--- src/rtl/parking_gate_controller_pkg.sv ---
// Shared definitions for the parking gate controller: slot count, widths,
// FSM state codes and arbitration direction codes.
package parking_gate_controller_pkg;

    localparam int NUM_SLOTS   = 4;
    localparam int OPEN_CYCLES = 3;
    localparam int SLOT_W      = 2;   // index width into the slot register
    localparam int CAP_W       = 3;   // holds 0..NUM_SLOTS

    typedef enum logic [1:0] {
        ST_IDLE     = 2'd0,
        ST_OPEN_IN  = 2'd1,
        ST_OPEN_OUT = 2'd2,
        ST_CLOSING  = 2'd3
    } state_t;

    typedef enum logic {
        GRANT_ENTRY = 1'b0,
        GRANT_EXIT  = 1'b1
    } grant_t;

endpackage

--- src/rtl/parking_gate_controller_slot_allocator.sv ---
// Combinational view of the occupancy register: free-slot count,
// 1-based index of the lowest free slot (0 when none) and full flag.
module slot_allocator
    import parking_gate_controller_pkg::*;
(
    input  logic [NUM_SLOTS-1:0] i_slots,
    output logic [CAP_W-1:0]     o_capacity,
    output logic [CAP_W-1:0]     o_best_place,
    output logic                 o_full
);

    logic [CAP_W-1:0] w_free_cnt;
    logic [CAP_W-1:0] w_best;

    // Popcount of free bits; scanning high-to-low leaves the lowest free index.
    always_comb begin
        w_free_cnt = '0;
        w_best     = '0;
        for (int i = NUM_SLOTS - 1; i >= 0; i--) begin
            if (!i_slots[i]) begin
                w_free_cnt = w_free_cnt + CAP_W'(1);
                w_best     = CAP_W'(i + 1);
            end
        end
    end

    assign o_capacity   = w_free_cnt;
    assign o_best_place = w_best;
    assign o_full       = (w_free_cnt == '0);

endmodule

--- src/rtl/parking_gate_controller.sv ---
// Shared parking gate sequencer: edge-detects the entry/exit sensors, holds
// one pending request per direction, arbitrates, times the door window and
// owns the slot occupancy register.
//
//  state       | meaning
//  ------------+--------------------------------------------------
//  ST_IDLE     | door closed, arbitrate pending requests
//  ST_OPEN_IN  | door open for an admitted car, timer counting down
//  ST_OPEN_OUT | door open for a departing car, timer counting down
//  ST_CLOSING  | one dead cycle with door closed before next grant
module parking_gate_controller
    import parking_gate_controller_pkg::*;
#(
    parameter int OPEN_CYCLES_P = OPEN_CYCLES
) (
    input  logic                 i_clk,
    input  logic                 i_rst,
    input  logic                 i_entry_sensor,
    input  logic                 i_exit_sensor,
    input  logic [SLOT_W-1:0]    i_switch,
    output logic [NUM_SLOTS-1:0] o_parking_slots,
    output logic                 o_door_open_light,
    output logic                 o_full_light,
    output logic [CAP_W-1:0]     o_capacity,
    output logic [CAP_W-1:0]     o_best_place,
    output logic                 o_reject
);

    localparam int TIMER_W = (OPEN_CYCLES_P > 1) ? $clog2(OPEN_CYCLES_P) : 1;
    localparam logic [TIMER_W-1:0] TIMER_LOAD = TIMER_W'(OPEN_CYCLES_P - 1);

    state_t                r_state, w_state_nxt;
    grant_t                r_last_grant, w_last_nxt;
    logic [NUM_SLOTS-1:0]  r_slots, w_slots_nxt;
    logic [TIMER_W-1:0]    r_timer, w_timer_nxt;
    logic                  r_door, w_door_nxt;
    logic                  r_reject, w_reject_nxt;
    logic                  r_prev_entry, r_prev_exit;
    logic                  r_pend_entry, r_pend_exit;
    logic [SLOT_W-1:0]     r_exit_slot;

    logic                  w_entry_edge, w_exit_edge;
    logic                  w_clr_entry, w_clr_exit;
    logic                  w_pick_exit;
    logic                  w_full;
    logic [CAP_W-1:0]      w_capacity, w_best_place;
    logic [SLOT_W-1:0]     w_best_idx;

    slot_allocator u_slot_allocator (
        .i_slots      (r_slots),
        .o_capacity   (w_capacity),
        .o_best_place (w_best_place),
        .o_full       (w_full)
    );

    assign w_entry_edge = i_entry_sensor & ~r_prev_entry;
    assign w_exit_edge  = i_exit_sensor  & ~r_prev_exit;
    assign w_best_idx   = SLOT_W'(w_best_place - CAP_W'(1));

    // Sensor history and one-deep pending requests; an edge arriving while
    // its direction is already pending is dropped.
    always_ff @(posedge i_clk or posedge i_rst) begin
        if (i_rst) begin
            r_prev_entry <= 1'b0;
            r_prev_exit  <= 1'b0;
            r_pend_entry <= 1'b0;
            r_pend_exit  <= 1'b0;
            r_exit_slot  <= '0;
        end else begin
            r_prev_entry <= i_entry_sensor;
            r_prev_exit  <= i_exit_sensor;
            if (w_entry_edge && !r_pend_entry)
                r_pend_entry <= 1'b1;
            else if (w_clr_entry)
                r_pend_entry <= 1'b0;
            if (w_exit_edge && !r_pend_exit) begin
                r_pend_exit <= 1'b1;
                r_exit_slot <= i_switch;
            end else if (w_clr_exit) begin
                r_pend_exit <= 1'b0;
            end
        end
    end

    // State, timer, occupancy and registered outputs.
    always_ff @(posedge i_clk or posedge i_rst) begin
        if (i_rst) begin
            r_state      <= ST_IDLE;
            r_last_grant <= GRANT_ENTRY;
            r_slots      <= '0;
            r_timer      <= '0;
            r_door       <= 1'b0;
            r_reject     <= 1'b0;
        end else begin
            r_state      <= w_state_nxt;
            r_last_grant <= w_last_nxt;
            r_slots      <= w_slots_nxt;
            r_timer      <= w_timer_nxt;
            r_door       <= w_door_nxt;
            r_reject     <= w_reject_nxt;
        end
    end

    // Arbitration, grant/reject decisions and door timing.
    always_comb begin
        w_state_nxt  = r_state;
        w_last_nxt   = r_last_grant;
        w_slots_nxt  = r_slots;
        w_timer_nxt  = r_timer;
        w_door_nxt   = r_door;
        w_reject_nxt = 1'b0;
        w_clr_entry  = 1'b0;
        w_clr_exit   = 1'b0;
        w_pick_exit  = 1'b0;

        // When full an exit is the only request that can make progress.
        if (r_pend_entry && r_pend_exit)
            w_pick_exit = w_full ? 1'b1 : (r_last_grant == GRANT_ENTRY);
        else
            w_pick_exit = r_pend_exit;

        case (r_state)
            ST_IDLE: begin
                w_door_nxt = 1'b0;
                if (r_pend_entry || r_pend_exit) begin
                    if (w_pick_exit) begin
                        w_clr_exit = 1'b1;
                        if (r_slots[r_exit_slot]) begin
                            w_slots_nxt[r_exit_slot] = 1'b0;
                            w_state_nxt = ST_OPEN_OUT;
                            w_door_nxt  = 1'b1;
                            w_timer_nxt = TIMER_LOAD;
                            w_last_nxt  = GRANT_EXIT;
                        end else begin
                            w_reject_nxt = 1'b1;
                        end
                    end else begin
                        w_clr_entry = 1'b1;
                        if (!w_full) begin
                            w_slots_nxt[w_best_idx] = 1'b1;
                            w_state_nxt = ST_OPEN_IN;
                            w_door_nxt  = 1'b1;
                            w_timer_nxt = TIMER_LOAD;
                            w_last_nxt  = GRANT_ENTRY;
                        end else begin
                            w_reject_nxt = 1'b1;
                        end
                    end
                end
            end
            ST_OPEN_IN, ST_OPEN_OUT: begin
                if (r_timer == '0) begin
                    w_state_nxt = ST_CLOSING;
                    w_door_nxt  = 1'b0;
                end else begin
                    w_timer_nxt = r_timer - TIMER_W'(1);
                end
            end
            ST_CLOSING: begin
                w_door_nxt  = 1'b0;
                w_state_nxt = ST_IDLE;
            end
            default: begin
                w_door_nxt  = 1'b0;
                w_state_nxt = ST_IDLE;
            end
        endcase
    end

    assign o_parking_slots   = r_slots;
    assign o_door_open_light = r_door;
    assign o_full_light      = w_full;
    assign o_capacity        = w_capacity;
    assign o_best_place      = w_best_place;
    assign o_reject          = r_reject;

endmodule

--- config.mk ---
export PLATFORM = sky130hd
export DESIGN_NAME = parking_gate_controller
export DESIGN_NICKNAME = d
export VERILOG_FILES = /design/src/rtl/parking_gate_controller_pkg.sv /design/src/rtl/parking_gate_controller_slot_allocator.sv /design/src/rtl/parking_gate_controller.sv
export SDC_FILE = /design/constraint.sdc
export NUM_CORES = 1
export LEC_CHECK = 0
export CAP_MARGIN = 20
export CORE_MARGIN = 3
export CORE_UTILIZATION = 42
export CTS_CLUSTER_DIAMETER = 100
export DETAILED_ROUTE_END_ITERATION = 7
export PLACE_DENSITY = 0.65
export SLEW_MARGIN = 5
export SYNTH_ARGS = -nofsm -noshare
export SYNTH_HDL_FRONTEND = slang
export SYNTH_SLANG_ARGS = --single-unit
export TNS_END_PERCENT = 30
--- constraint.sdc ---
create_clock -name i_clk -period 3.3 [get_ports i_clk]
set_input_delay 0.495 -clock i_clk [delete_from_list [all_inputs] [get_ports i_clk]]
set_output_delay 0.495 -clock i_clk [all_outputs]
set_load 0.05 [all_outputs]
==> flow_metrics.env, run 1 <==
export IMPL_initial_utilization=0.450
export IMPL_skew_ns=0.00358
export IMPL_r2r_start="o_parking_slots[3]"
export IMPL_path_max_fanout=9
export IMPL_diodes=0
export IMPL_vias=953
export IMPL_fp_dieH_um=58.0
export IMPL_fin_nets=157
export IMPL_worstSetupStartpoint="o_parking_slots[3]"
export IMPL_htreeDepth=1
export IMPL_drv_slew=0
export IMPL_hold_viol_final=0
export IMPL_synth_top_area_frac=0.375
export IMPL_post_route_period_util=0.928
export IMPL_busiest_layer="met2"
export IMPL_setup_worst_path_class="reg -> out"
export IMPL_clkSlewWorstSetupHoldPaths_ns=0.09
export IMPL_cts_root_buf="clkbuf_4"
export IMPL_drive_gt1_frac=0.0769
export IMPL_seq_area_um2=425
export IMPL_max_cap_violations=0
export IMPL_hold_buffers=0
export IMPL_die_area_um2=3360
export IMPL_yosysTopAreaCell="dfrtp_1"
export IMPL_place_gp_congestion=0.848
export IMPL_pin_count=19
export IMPL_grt_pass1_vias=859
export IMPL_avgRoutedWirePerCell_um=13.4
export IMPL_worst_pin_slew_ns=0.626
export IMPL_synth_fp_nets=138
export IMPL_synth_seq_cells=17
export IMPL_synth_area_leaders="dfrtp_1 (37%), ha_1 (7.7%), inv_1 (4.6%)"
export IMPL_holdCritStartpoint="o_door_open_light"
export IMPL_endpoint_kind="primary output"
export IMPL_core_region_area_um2=2520
export IMPL_port_buffers=18
export IMPL_cp_common_cell="ha_1"
export IMPL_synth_flop_cell="dfrtp_1"
export IMPL_firstDrtPassIters=4
export IMPL_cts_num_sinks=17
export IMPL_grt_pass1_wl_mm=3.98
export IMPL_mostFrequentLayoutCell="dfrtp_1"
export IMPL_status="complete, no violations"
export IMPL_clk_latency_ns=0.29
export IMPL_synth_enable_flop_cells=0
export IMPL_final_setup_viol_count=0
export IMPL_cts_buffers=3
export IMPL_chipWidth_um=58.0
export IMPL_wl_mm=2.32
export IMPL_via_per_inst=5.51
export IMPL_crit_slowest_cell="dfrtp_1"
export IMPL_syn_area_um2=1130
export IMPL_multi_input_area_um2=623
export IMPL_synth_cell_type_count=43
export IMPL_cts_tree="yes"
export IMPL_grtUsageMet1=0.213
export IMPL_max_stage_delay_ns=0.42
export IMPL_rows=18
export IMPL_syn_instance_count=125
export IMPL_crit_chain="inv_1, ha_1, xnor2_1, ha_1, nor2b_1, a31oi_2, nand3_2, inv_4, buf_12"
export IMPL_setup_tns_ns=0
export IMPL_grt_max_degree=18
export IMPL_min_period_ns=3.06
export IMPL_first_iter_violations=30
export IMPL_worst_ep_arrival_time_ns=2.57
export IMPL_area_growth_pct=20.3
export IMPL_layout_common_cells="dfrtp_1 (17), clkdlybuf4s50_1 (15), inv_1 (14)"
export IMPL_antenna_found_initial=0
export IMPL_cts_buffer_depth=2
export IMPL_async_reset_ff_frac=1.00
export IMPL_ant_nets=0
export IMPL_yosys_warnings=0
export IMPL_fmax_mhz=326
export IMPL_drc_errors=0
export IMPL_rsz0062_at_grt="false"
export IMPL_gr_usage_all_layers=0.151
export IMPL_grt_overflow_total=0
export IMPL_ys_seq_area_frac=0.375
export IMPL_grtUsageMet3=0.0423
export IMPL_cp_start_kind="register"
export IMPL_fillCellCount=242
export IMPL_avgSynthCellArea_um2=9.08
export IMPL_holdCritPathClass="reg -> reg"
export IMPL_critical_path_required_ns=2.80
export IMPL_use_met2=0.229
export IMPL_slew_headroom=0.582
repair_timing:
action                                  CTS  global route
setup buffers                             0             0
endpoints found under the setup margin    1             0
resized for setup                         1             0
sequential cells by signal (all words and copies together), names as in the netlist, 2 cells and up:
register	flops
r_exit_slot	2
o_parking_slots	4
r_timer	2
r_state	2
worst paths after layout:
check	slack (ns)	depth (start not counted)	end
max in group asynchronous	2.32	2	o_reject
hold / removal	0.50	2	o_door_open_light
setup / recovery	0.24	9	o_full_light
hold reg to reg	0.50	2	o_door_open_light
setup reg to reg	0.58	9	r_state[1]
min in group asynchronous	0.57	2	r_prev_exit
routing by layer:
| metal | share of wire | routed length, um |
|---|---|---|
| met4 | 0.011 | 26 |
| met5 | 0 | 0 |
| met3 | 0.055 | 128 |
| met2 | 0.45 | 1040 |
| met1 | 0.48 | 1120 |
critical path, delay by kind of cell (launching register included):
kind | cells | cell delay (ns)
xor gates and xnor gates | 1 | 0.27
AOI/OAI and AO/OA | 1 | 0.24
DFF | 1 | 0.42
adders and majority gates | 2 | 0.64
and+or+nand+nor | 2 | 0.31
buffers and inverters | 3 | 0.41
final cells by class:
type                            count  area share
Inverter                           15      0.0431
Sequential cell                    17       0.312
Clock buffer                        4      0.0192
Timing Repair Buffer               19       0.142
Tap cell                           30      0.0275
Multi-Input combinational cell     88       0.456
Yosys cell counts, drive strengths merged (2+ instances only):
cell type,count
ha,7
nor3,2
a31oi,6
a31o,2
a21boi,2
o22ai,2
and2,2
nand3,6
nor2,6
o32a,3
dfrtp,17
buf,3
mux2,3
o21ai,7
mux2i,2
clkbuf,2
a22o,2
nand2,7
and3,2
a21oi,5
nand2b,4
nor2b,4
xnor2,3
inv,15
metrics by stage:
stage                     worst slack [ns]  utilization  cells  instance area (um^2)  hold slack [ns]
after global routing                0.0812        0.541    173                  1370            0.539
final                                0.237        0.541    173                  1370            0.498
after detailed placement             0.303        0.531    169                  1340            0.485
after global placement               0.392        0.531    169                  1340            0.476
after floorplan                      0.241            -    125                  1130            0.421
after CTS                            0.228        0.541    173                  1370            0.507
cell families (layout without fill, tap and decap cells):
| group | count (synthesis) | in the layout | synth area share |
|---|---|---|---|
| muxes | 5 | 5 | 0.0474 |
| xor gates and xnor gates | 3 | 3 | 0.0232 |
| buffers and inverters | 20 | 38 | 0.0761 |
| DFF | 17 | 17 | 0.375 |
| adders and majority gates | 7 | 7 | 0.0772 |
| and+or+nand+nor | 36 | 36 | 0.170 |
| AOI/OAI and AO/OA | 37 | 37 | 0.232 |
Power of run 1 is not shown: default switching activity piles up to over one toggle a cycle in this logic, so the estimate is an artifact.
==> run 2, diff against run 1 <==
--- a/config.mk
+++ b/config.mk
@@ -11,6 +11,7 @@
 export CTS_CLUSTER_DIAMETER = 100
 export DETAILED_ROUTE_END_ITERATION = 7
 export PLACE_DENSITY = 0.65
+export SKIP_CTS_REPAIR_TIMING = 1
 export SLEW_MARGIN = 5
 export SYNTH_ARGS = -nofsm -noshare
 export SYNTH_HDL_FRONTEND = slang
==> constraint.sdc (replaced) <==
create_clock -name i_clk -period 3.9 [get_ports i_clk]
set_input_delay 0.585 -clock i_clk [delete_from_list [all_inputs] [get_ports i_clk]]
set_output_delay 0.585 -clock i_clk [all_outputs]
set_load 0.05 [all_outputs]
==> run 2 against run 1 <==
  * Die area unchanged
  * Largest cell class unchanged
  * Non-clock buffer count fell by 1
  * Global-route usage decreased by 0.52 points
  * Clock skew increased by 0.00071 ns
  * Final cell count decreased by 0.58%
  * Final area decreased by 0.82%
  * Worst setup slack improved by 0.14 ns
==> flow_metrics.env, run 2 (synthesis results as in run 1) <==
export IMPL_place_hpwl_mm=1.74
export IMPL_avgRoutedWirePerCell_um=13.0
export IMPL_rsz0062_at_grt="false"
export IMPL_first_iter_violations=21
export IMPL_skew_ns=0.00428
export IMPL_holdCritStartpoint="o_door_open_light"
export IMPL_crit_slowest_cell="clkdlybuf4s50_1"
export IMPL_min_path_cells=2
export IMPL_chipWidth_um=58.0
export IMPL_reg2regPathDepth=9
export IMPL_status="complete, no violations"
export IMPL_antenna_found_initial=0
export IMPL_cts_buffers=3
export IMPL_dp_cells=168
export IMPL_worst_pin_slew_ns=0.621
export IMPL_fp_dieH_um=58.0
export IMPL_port_buffers=18
export IMPL_drc_errors=0
export IMPL_vias=935
export IMPL_final_setup_viol_count=0
export IMPL_drv_slew=0
export IMPL_rows=18
export IMPL_clk_latency_ns=0.28
export IMPL_crit_chain="inv_1, ha_1, xnor2_1, ha_1, nor2b_1, a31oi_2, inv_1, clkdlybuf4s50_1"
export IMPL_gr_usage_all_layers=0.146
export IMPL_setup_worst_path_class="reg -> out"
export IMPL_cts_buffer_depth=2
export IMPL_path_buf_inv=3
export IMPL_timing_rr_end="r_state[1]"
export IMPL_fmax_mhz=284
export IMPL_cts_num_sinks=17
export IMPL_grt_pass1_vias=871
export IMPL_critical_path_required_ns=3.31
export IMPL_grt_pass1_wl_mm=3.87
export IMPL_initial_utilization=0.450
export IMPL_holdCritPathClass="reg -> reg"
export IMPL_clkSlewWorstSetupHoldPaths_ns=0.09
export IMPL_max_cap_violations=0
export IMPL_worst_ep_arrival_time_ns=2.94
export IMPL_path_max_fanout=10
export IMPL_endpoint_kind="primary output"
export IMPL_wl_mm=2.23
export IMPL_largest_register_ffs=4
export IMPL_post_route_period_util=0.904
export IMPL_layout_common_cells="clkdlybuf4s50_1 (17), dfrtp_1 (17), inv_1 (14)"
export IMPL_critical_path_top_delay_family="buffers and inverters"
export IMPL_diodes=0
export IMPL_fillCellCount=253
export IMPL_die_area_um2=3360
export IMPL_fin_cells=172
export IMPL_firstDrtPassIters=5
export IMPL_core_region_area_um2=2520
export IMPL_ant_nets=0
export IMPL_area_growth_pct=19.3
export IMPL_ff2ff_setup_slack_ns=1.11
export IMPL_cts_tree="yes"
export IMPL_htreeDepth=1
export IMPL_hold_path_end="o_door_open_light"
export IMPL_cts_root_buf="clkbuf_4"
export IMPL_hold_viol_final=0
export IMPL_setup_tns_ns=0
export IMPL_grt_overflow_total=0
export IMPL_max_stage_delay_ns=0.70
export IMPL_pin_count=19
export IMPL_slew_headroom=0.585
export IMPL_fin_nets=156
export IMPL_r2r_start="o_parking_slots[2]"
export IMPL_min_period_ns=3.52
export IMPL_cp_start_kind="register"
export IMPL_drive_gt1_frac=0.0563
export IMPL_grt_max_degree=18
export IMPL_via_per_inst=5.44
export IMPL_place_gp_congestion=0.795
==> run 2: cell types whose count changed in the layout (fill, tap and decap cells not counted), sizes merged <==
cell / previous run / this run
buf: 3 / 0
dlygate4sd2: 1 / 0
clkdlybuf4s50: 15 / 17
dlymetal6s2s: 0 / 1
==> run 2: stage by stage <==
stage / area [um^2] / hold slack, ns / util / setup slack [ns]
CTS: 1350 / 0.494 / 0.536 / 0.0124
floorplan: 1130 / 0.470 / - / 0.751
detailed placement: 1330 / 0.474 / 0.525 / 0.338
global route: 1350 / 0.526 / 0.537 / 0.167
global placement: 1330 / 0.475 / 0.525 / 0.440
finish: 1350 / 0.484 / 0.537 / 0.376
==> run 2: how the worst max path moves through the flow <==
| stage | startpoint | to | slack [ns] | depth (start not counted) |
|---|---|---|---|---|
| 5_1_grt | o_parking_slots[2] | o_capacity[1] | 0.17 | 8 |
| 3_3_place_gp | o_parking_slots[2] | o_full_light | 0.44 | 9 |
| 6_report | o_parking_slots[2] | o_capacity[1] | 0.38 | 8 |
| 3_5_place_dp | o_parking_slots[2] | o_full_light | 0.34 | 9 |
| 4_1_cts | o_parking_slots[2] | o_full_light | 0.01 | 9 |
| 2_1_floorplan | o_parking_slots[2] | o_capacity[2] | 0.75 | 6 |
==> run 2: cell type report <==
| type | instances | area (um^2) | share of cell area |
|---|---|---|---|
| multi-input combinational | 88 | 623 | 0.460 |
| sequential | 17 | 425 | 0.314 |
| timing repair buffer | 18 | 183 | 0.135 |
| inverter | 15 | 58.8 | 0.0434 |
| tap | 30 | 37.5 | 0.0277 |
| clock buffer | 4 | 26.3 | 0.0194 |
==> run 2: layer usage <==
layer	global-route usage	up-vias	routed length [um]
met5	0	-	0
met4	0.0298	0	16
met3	0.0423	2	98
met2	0.239	23	1010
met1	0.194	423	1110
li1	-	487	-
==> run 2: worst reg2reg max path, cell delays in order, from the launching register on <==
cell,delay (ns)
dfrtp_1,0.52
inv_1,0.08
ha_1,0.38
xnor2_1,0.27
ha_1,0.24
nor2_1,0.05
a211o_1,0.34
a31o_1,0.28
and2_4,0.19
o32a_1,0.34
Power of run 2 is left out for the same reason.
==> run 3, diff against run 2 <==
==> constraint.sdc (replaced) <==
create_clock -name i_clk -period 3.6 [get_ports i_clk]
set_input_delay 0.54 -clock i_clk [delete_from_list [all_inputs] [get_ports i_clk]]
set_output_delay 0.54 -clock i_clk [all_outputs]
set_load 0.05 [all_outputs]
==> run 3 against run 2 <==
  * Clock skew barely moved
  * Utilization fell by 0.099 points
  * Worst hold slack improved by 0.0098 ns
  * First-iteration DRC count rose by 52%
  * Highest routed layer unchanged
  * Via count rose by 2.2%
  * Sequential share of layout area rose by 0.058 points
  * Largest cell class unchanged
  * Worst setup slack got worse by 0.17 ns
  * Wire length fell by 0.72%
  * Flip-flop and latch count did not move
  * Die area did not move
  * Register-to-register slack got worse by 0.31 ns
==> flow_metrics.env, run 3 (synthesis results as in run 1) <==
export IMPL_grt_overflow_total=0
export IMPL_ant_nets=0
export IMPL_vias=956
export IMPL_drc_errors=0
export IMPL_layout_common_cells="dfrtp_1 (17), clkdlybuf4s50_1 (16), inv_1 (14)"
export IMPL_hold_viol_final=0
export IMPL_gr_usage_all_layers=0.144
export IMPL_grt_pass1_wl_mm=3.84
export IMPL_fmax_mhz=295
export IMPL_crit_slowest_cell="clkdlybuf4s50_1"
export IMPL_wl_mm=2.21
export IMPL_slew_headroom=0.592
export IMPL_cts_num_sinks=17
export IMPL_max_stage_delay_ns=0.81
export IMPL_via_per_inst=5.56
export IMPL_chipWidth_um=58.0
export IMPL_min_period_ns=3.40
export IMPL_die_area_um2=3360
export IMPL_critical_path_required_ns=3.06
export IMPL_cts_tree="yes"
export IMPL_clkSlewWorstSetupHoldPaths_ns=0.09
export IMPL_crit_chain="inv_1, ha_1, xnor2_1, ha_1, nor2b_1, xnor2_1, clkdlybuf4s50_1"
export IMPL_skew_ns=0.00401
export IMPL_pin_count=19
export IMPL_cts_root_buf="clkbuf_4"
export IMPL_timing_rr_end="r_state[0]"
export IMPL_cp_start_kind="register"
export IMPL_post_route_period_util=0.943
export IMPL_holdCritStartpoint="o_door_open_light"
export IMPL_path_max_fanout=10
export IMPL_mostFrequentLayoutCell="dfrtp_1"
export IMPL_area_growth_pct=19.1
export IMPL_max_cap_violations=0
export IMPL_grt_max_degree=18
export IMPL_reg2regPathDepth=9
export IMPL_initial_utilization=0.450
export IMPL_worst_ep_arrival_time_ns=2.86
export IMPL_first_iter_violations=32
export IMPL_drive_gt1_frac=0.0634
export IMPL_fin_nets=156
export IMPL_status="complete, no violations"
export IMPL_holdCritPathClass="reg -> reg"
export IMPL_htreeDepth=1
export IMPL_firstDrtPassIters=4
export IMPL_place_hpwl_mm=1.70
export IMPL_endpoint_kind="primary output"
export IMPL_diodes=0
export IMPL_rsz0062_at_grt="false"
export IMPL_port_buffers=18
export IMPL_setup_worst_path_class="reg -> out"
export IMPL_worst_slack_ns=0.205
export IMPL_avgRoutedWirePerCell_um=12.9
export IMPL_place_ws_ns=0.445
export IMPL_cts_buffers=3
export IMPL_largest_register_ffs=4
export IMPL_ff2ff_setup_slack_ns=0.80
export IMPL_core_region_area_um2=2520
export IMPL_worst_pin_slew_ns=0.611
export IMPL_setup_tns_ns=0
export IMPL_r2r_start="o_parking_slots[2]"
export IMPL_hold_path_end="o_door_open_light"
export IMPL_fp_dieH_um=58.0
export IMPL_final_setup_viol_count=0
export IMPL_antenna_found_initial=0
export IMPL_place_gp_congestion=0.842
export IMPL_rows=18
export IMPL_drv_slew=0
export IMPL_clk_latency_ns=0.28
export IMPL_cts_buffer_depth=2
export IMPL_grt_pass1_vias=887
export IMPL_min_path_cells=2
==> run 3: worst max-delay path by stage <==
stage | from | end | slack (ns) | cells past startpoint
after global placement | o_parking_slots[2] | o_capacity[1] | 0.54 | 8
after detailed placement | o_parking_slots[2] | o_capacity[1] | 0.44 | 8
final | o_parking_slots[2] | o_capacity[2] | 0.20 | 7
after CTS | o_parking_slots[2] | o_capacity[1] | 0.12 | 8
after floorplan | o_parking_slots[2] | o_capacity[2] | 0.50 | 6
after global routing | o_parking_slots[2] | o_capacity[2] | 0.02 | 7
==> run 3: area by class of cell <==
type | count | area, um^2
multi-input cells | 88 | 623
well taps | 30 | 37.5
inverters | 15 | 58.8
flip-flops and latches | 17 | 425
fillers | 246 | 1170
clock buffers | 4 | 26.3
repair buffers | 18 | 180
==> run 3: through the flow <==
| step | hold slack (ns) | util | instance area (um^2) | cells |
|---|---|---|---|---|
| after floorplan | 0.466 | - | 1130 | 125 |
| after global placement | 0.473 | 0.524 | 1320 | 168 |
| after detailed placement | 0.478 | 0.524 | 1320 | 168 |
| after CTS | 0.498 | 0.535 | 1350 | 172 |
| after global routing | 0.536 | 0.536 | 1350 | 172 |
| final | 0.494 | 0.536 | 1350 | 172 |
==> run 3: layer usage <==
layer  global-route usage  vias up  share of wire
met1                0.195      450           0.49
met2                0.231       21           0.45
met3               0.0445        2          0.055
met4               0.0199        0         0.0063
li1                     -      483              -
met5                    0        -              0
==> run 3: critical path, delay by kind of cell (launching register included) <==
family | cells | cell delay (ns)
xor gates and xnor gates | 2 | 0.40
DFF | 1 | 0.51
buffers and inverters | 2 | 0.89
adders and majority gates | 2 | 0.62
and+or+nand+nor | 1 | 0.17
Power of run 3 is left out for the same reason.
==> RTL change 1 (config.mk and constraints of run 3) <==
`CAP_W`: 3 -> 6.
--- a/src/rtl/parking_gate_controller_pkg.sv
+++ b/src/rtl/parking_gate_controller_pkg.sv
@@ -5,7 +5,7 @@
     localparam int NUM_SLOTS   = 4;
     localparam int OPEN_CYCLES = 3;
     localparam int SLOT_W      = 2;   // index width into the slot register
-    localparam int CAP_W       = 3;   // holds 0..NUM_SLOTS
+    localparam int CAP_W       = 6;   // holds 0..NUM_SLOTS
 
     typedef enum logic [1:0] {
         ST_IDLE     = 2'd0,
Interface: changed (resized o_best_place and o_capacity); port bits go from 19 to 25. No check against the original RTL was run, so the function may have changed too.
==> RTL change 1 against run 3 <==
  * Setup slack improved by 35 ps
  * Sequential cell count unchanged
  * Final area increased by 4.1%
  * Routed wire length grew 1.2%
  * Synthesized area up 6.9%
  * Synthesized cell count down 0.80%
  * Clock skew up 13 ps
Power is left out: the tool's default activity adds up to more than one toggle a clock period on the data nets, which glitch-free logic cannot reach.
==> RTL change 1: results (changes against run 3) <==
| Metric | Value |
|---|---|
| Mux contribution to synthesized area | `2.78% (was 4.74%)` |
| Gr usage total | `14.5% (was 14.4%)` |
| Clock transition at path regs | `80 ps` |
| Reg2Reg Setup Slack | `820 ps (was 800 ps)` |
| First-pass GRT wire length | `3.93 mm (was 3.84 mm)` |
| Via count | `924 (was 956)` |
| Placer congestion estimate | `0.820 (was 0.842)` |
| Number of global-route vias before repair | `873 (was 887)` |
| EDFF count, synth | `0 (unchanged)` |
| Initial DRC count | `40 (was 32)` |
| H-Tree Depth | `1 (unchanged)` |
| Wire length on met2 | `1.01 mm (was 988 um)` |
| Outcome | `finished clean (unchanged)` |
| XOR/XNOR share of the synthesized area | `2.78% (was 2.32%)` |
| DR top layer | `met4 (unchanged)` |
| Final Skew | `17.1 ps (was 4.01 ps)` |
| Initial DRT Pass Iterations | `4 (unchanged)` |
| Commonest cells post-synth | `dfrtp_1, inv_1, nand2_1 (was dfrtp_1, inv_1, ha_1, nand2_1, nor2_1)` |
| Hold slack | `513 ps (was 494 ps)` |
| Actual slew at the worst max-slew pin | `635 ps (was 611 ps)` |
| HP Class | `reg2reg (unchanged)` |
| Vias/cell | `5.37 (was 5.56)` |
| Share of layout cells above drive strength 1 | `14.1% (was 6.34%)` |
| Largest net degree at the start of global routing | `18 (unchanged)` |
| Ant diodes | `0 (unchanged)` |
| CTS buffer count | `3 (unchanged)` |
| Sequential share of the synthesized area | `35.1% (was 37.5%)` |
| Nets | `157 (was 156)` |
| Initial antenna violation count | `0 (unchanged)` |
| Worst EP arrival | `2820 ps (was 2860 ps)` |
| Synth cell types | `49 (was 43)` |
| M1 WL | `1.07 mm (was 1.09 mm)` |
| Leading register cell type out of synthesis | `dfrtp_1 (unchanged)` |
| GRT overflow | `0 (unchanged)` |
| Adder-cell share of the synthesized area | `8.25% (was 7.72%)` |
| Insertion delay to the later sink of the worst-skew pair | `300 ps (was 280 ps)` |
| Crit path max fanout | `7 (was 10)` |
| Post-DP HPWL | `1.80 mm (was 1.70 mm)` |
| Dpl cells | `168 (unchanged)` |
| DR WL/cell | `13.0 um (was 12.9 um)` |
| CTS max path bufs | `2 (unchanged)` |
| Max FFs per register | `4 (unchanged)` |
| Cell chosen for the clock root | `clkbuf_4 (unchanged)` |
| Synth Area in Compound Gates | `24.3% (was 23.2%)` |
| Quantity of I/O buffers inserted on ports | `18 (unchanged)` |
| Synth Area per Inst | `9.79 um2 (was 9.08 um2)` |
| Synth warn | `0 (unchanged)` |
| Synth async-reset ratio | `100% (unchanged)` |
| Synth top area cells | `dfrtp_1, ha_1, buf_4 (was dfrtp_1, ha_1, inv_1)` |
| Routed length on met3 | `132 um (was 122 um)` |
## RTL change 1: cell types whose count changed after synthesis, sizes merged, moves of 2 or more
| cell | before | now |
|---|---|---|
| a31o | 2 | 0 |
| buf | 3 | 9 |
| clkbuf | 2 | 0 |
| a31oi | 6 | 1 |
| o21a | 0 | 2 |
| inv | 15 | 13 |
| nand2b | 4 | 2 |
| mux2i | 2 | 0 |
| a22o | 2 | 0 |
| a211oi | 0 | 3 |
| nand2 | 7 | 10 |
| mux2 | 3 | 1 |
| a21o | 1 | 3 |
## RTL change 1: area by class of cell
type | instances | area [um2]
inverter | 13 | 48.8
tap | 30 | 37.5
multi-input combinational | 90 | 686
fill | 258 | 1210
clock buffer | 4 | 26.3
timing repair buffer | 18 | 183
sequential | 17 | 425
## RTL change 1: cells by family after synthesis
| group | after synthesis |
|---|---|
| buf+inv | 22 |
| fa+ha+maj | 8 |
| flops | 17 |
| other cells | 1 |
| compound gates | 35 |
| xor+xnor | 3 |
| mux | 2 |
| simple gates | 36 |
## RTL change 1: per-layer routing
layer / up-vias / track usage [%]
met5: - / 0
met2: 30 / 22.1
met4: 0 / 2.85
met3: 4 / 3.89
li1: 464 / -
met1: 426 / 20.7
## RTL change 1: through the flow
| stage | setup slack, ps | cell area [um2] |
|---|---|---|
| floorplan | 264 | 1230 |
| global placement | 449 | 1380 |
| detailed placement | 341 | 1380 |
| CTS | 3.40 | 1400 |
| global route | 10.7 | 1410 |
| finish | 240 | 1410 |
## RTL change 1: path summary, 6_finish.rpt
kind / from / to / cells past startpoint
hold reg to reg: r_state[1] / r_state[1] / 1
setup / recovery: o_parking_slots[2] / o_capacity[2] / 7
setup reg to reg: o_parking_slots[2] / r_state[1] / 9
min in group asynchronous: i_rst / o_door_open_light / 2
max in group asynchronous: i_rst / o_parking_slots[2] / 2
hold / removal: r_state[1] / r_state[1] / 1
## RTL change 1: critical path, stage by stage (launching register included)
cell	delay, ps
dfrtp_1	470
inv_1	130
ha_1	370
xnor2_2	260
ha_1	210
nor2b_1	160
xnor2_1	130
clkdlybuf4s50_1	810
==> RTL change 2 (config.mk and constraints of run 3) <==
Without the edit above. Encoding of `state_t`: now Gray code (2 bits for 4 states).
--- a/src/rtl/parking_gate_controller_pkg.sv
+++ b/src/rtl/parking_gate_controller_pkg.sv
@@ -8,10 +8,10 @@
     localparam int CAP_W       = 3;   // holds 0..NUM_SLOTS
 
     typedef enum logic [1:0] {
-        ST_IDLE     = 2'd0,
-        ST_OPEN_IN  = 2'd1,
-        ST_OPEN_OUT = 2'd2,
-        ST_CLOSING  = 2'd3
+        ST_IDLE     = 2'b00,
+        ST_OPEN_IN  = 2'b01,
+        ST_OPEN_OUT = 2'b11,
+        ST_CLOSING  = 2'b10
     } state_t;
 
     typedef enum logic {
Behaviour: same outputs for any inputs over 10 cycles, from zero or initial values and one cycle with i_rst high; not proved beyond that.
==> RTL change 2 against run 3 <==
  * Utilization grew 3.1 points
  * Synthesized area shrank 7.3%
  * Final area shrank 3.7%
  * Critical path depth grew 2
  * Setup slack gained 140 ps
  * Critical path type unchanged
  * Global-route usage grew 0.97 points
  * Clock skew shrank 0.73 ps
  * Sequential cell count is the same
  * Routed wire length shrank 3.6%
Power is not shown: default switching activity piles up to over one toggle a cycle in this logic, so the estimate is an artifact.
==> RTL change 2: results (changes against run 3) <==
| Metric | Value |
|---|---|
| Outcome | `finished clean (unchanged)` |
| Layout filler cell count | `228 (was 246)` |
| R2r endpoint | `r_last_grant (was r_state[0])` |
| Leading register cell type out of synthesis | `dfrtp_1 (unchanged)` |
| Reg2Reg Setup Slack | `950 ps (was 800 ps)` |
| M1 WL | `1.06 mm (was 1.09 mm)` |
| Initial DRC count | `10 (was 32)` |
| Mux contribution to synthesized area | `5.59% (was 4.74%)` |
| Inverters | `10 (was 15)` |
| Quantity of I/O buffers inserted on ports | `18 (unchanged)` |
| Number of global-route vias before repair | `839 (was 887)` |
| Slew Limit Fails | `0 (unchanged)` |
| Bufs w/o clock | `20 (was 18)` |
| Wire length on met2 | `971 um (was 988 um)` |
| R2R depth | `10 (was 9)` |
| CP max stage delay | `490 ps (was 810 ps)` |
| Actual slew at the worst max-slew pin | `627 ps (was 611 ps)` |
| Max FFs per register | `4 (unchanged)` |
| Sequential share of the synthesized area | `40.4% (was 37.5%)` |
| Crit path max fanout | `9 (was 10)` |
| Commonest cells post-synth | `dfrtp_1, inv_1, nand2_1 (was dfrtp_1, inv_1, ha_1, nand2_1, nor2_1)` |
| Worst path slowest cell | `dfrtp_1 (was clkdlybuf4s50_1)` |
| Synth top area cells | `dfrtp_1, ha_1, inv_1 (unchanged)` |
| Nets | `140 (was 156)` |
| Synth Area in Compound Gates | `19.4% (was 23.2%)` |
| DR WL/cell | `13.7 um (was 12.9 um)` |
| Worst EP arrival | `2720 ps (was 2860 ps)` |
| Via count | `829 (was 956)` |
| Signal buf overhead | `16.2% (was 13.3%)` |
| Multi-input gates | `77 (was 88)` |
| Insertion delay to the later sink of the worst-skew pair | `290 ps` |
| Multi-input logic area | `567 um2 (was 623 um2)` |
| Pre-CTS WS | `425 ps (was 445 ps)` |
| Placer congestion estimate | `0.741 (was 0.842)` |
| Hold slack | `481 ps (was 494 ps)` |
| Share of layout cells above drive strength 1 | `15.6% (was 6.34%)` |
| Cell chosen for the clock root | `clkbuf_4 (unchanged)` |
| DR top layer | `met4 (unchanged)` |
| Met2 Use GR | `24.2% (was 23.1%)` |
| CTS max path bufs | `2 (unchanged)` |
| Initial antenna violation count | `0 (unchanged)` |
| First-pass GRT wire length | `3.86 mm (was 3.84 mm)` |
| Final Skew | `3.28 ps (was 4.01 ps)` |
| Routed length on met3 | `77 um (was 122 um)` |
| Grt met3 use | `5.10% (was 4.45%)` |
| Initial DRT Pass Iterations | `4 (unchanged)` |
| Clkbuf count | `4 (unchanged)` |
| Mapped Nets | `117 (was 138)` |
| XOR/XNOR share of the synthesized area | `2.50% (was 2.32%)` |
| Global-route met1 utilization | `20.0% (was 19.5%)` |
| Clock network area share | `2.02% (was 1.94%)` |
| CP delay by family, top | `adder cells (was buffers and inverters)` |
| Adder-cell share of the synthesized area | `5.95% (was 7.72%)` |
| Synth cell types | `42 (was 43)` |
| H-Tree Depth | `1 (unchanged)` |
| Gr usage total | `15.3% (was 14.4%)` |
| Fraction of area in registers | `32.7% (was 31.5%)` |
| Post-DP HPWL | `1.62 mm (was 1.70 mm)` |
==> RTL change 2: changes by cell type in the layout (fill, tap and decap cells not counted), sizes merged, moves of 2 or more <==
cell	before	now
a31o	2	0
ha	7	5
a31oi	6	3
nor2b	4	2
a22o	2	0
o22ai	2	0
inv	15	10
o32a	3	0
nand3	6	4
or2b	0	2
buf	1	3
a41oi	0	2
==> RTL change 2: worst max path at each step <==
stage                             startpoint             to  slack [ps]  cells past startpoint
after floorplan           o_parking_slots[2]  o_capacity[2]         440                      7
after global placement    o_parking_slots[2]  o_capacity[1]         520                      9
after detailed placement  o_parking_slots[2]  o_capacity[1]         420                      8
after CTS                 o_parking_slots[2]  o_capacity[1]          80                      8
after global routing      o_parking_slots[2]   o_full_light         140                      9
final                     o_parking_slots[2]   o_full_light         340                      9
==> RTL change 2: stage by stage <==
stage               cell area [um2]  util (%)  instances
finish                         1300      56.6        156
global route                   1300      56.6        156
CTS                            1300      56.4        156
detailed placement             1270      55.3        152
global placement               1270      55.3        152
floorplan                      1050         -        106
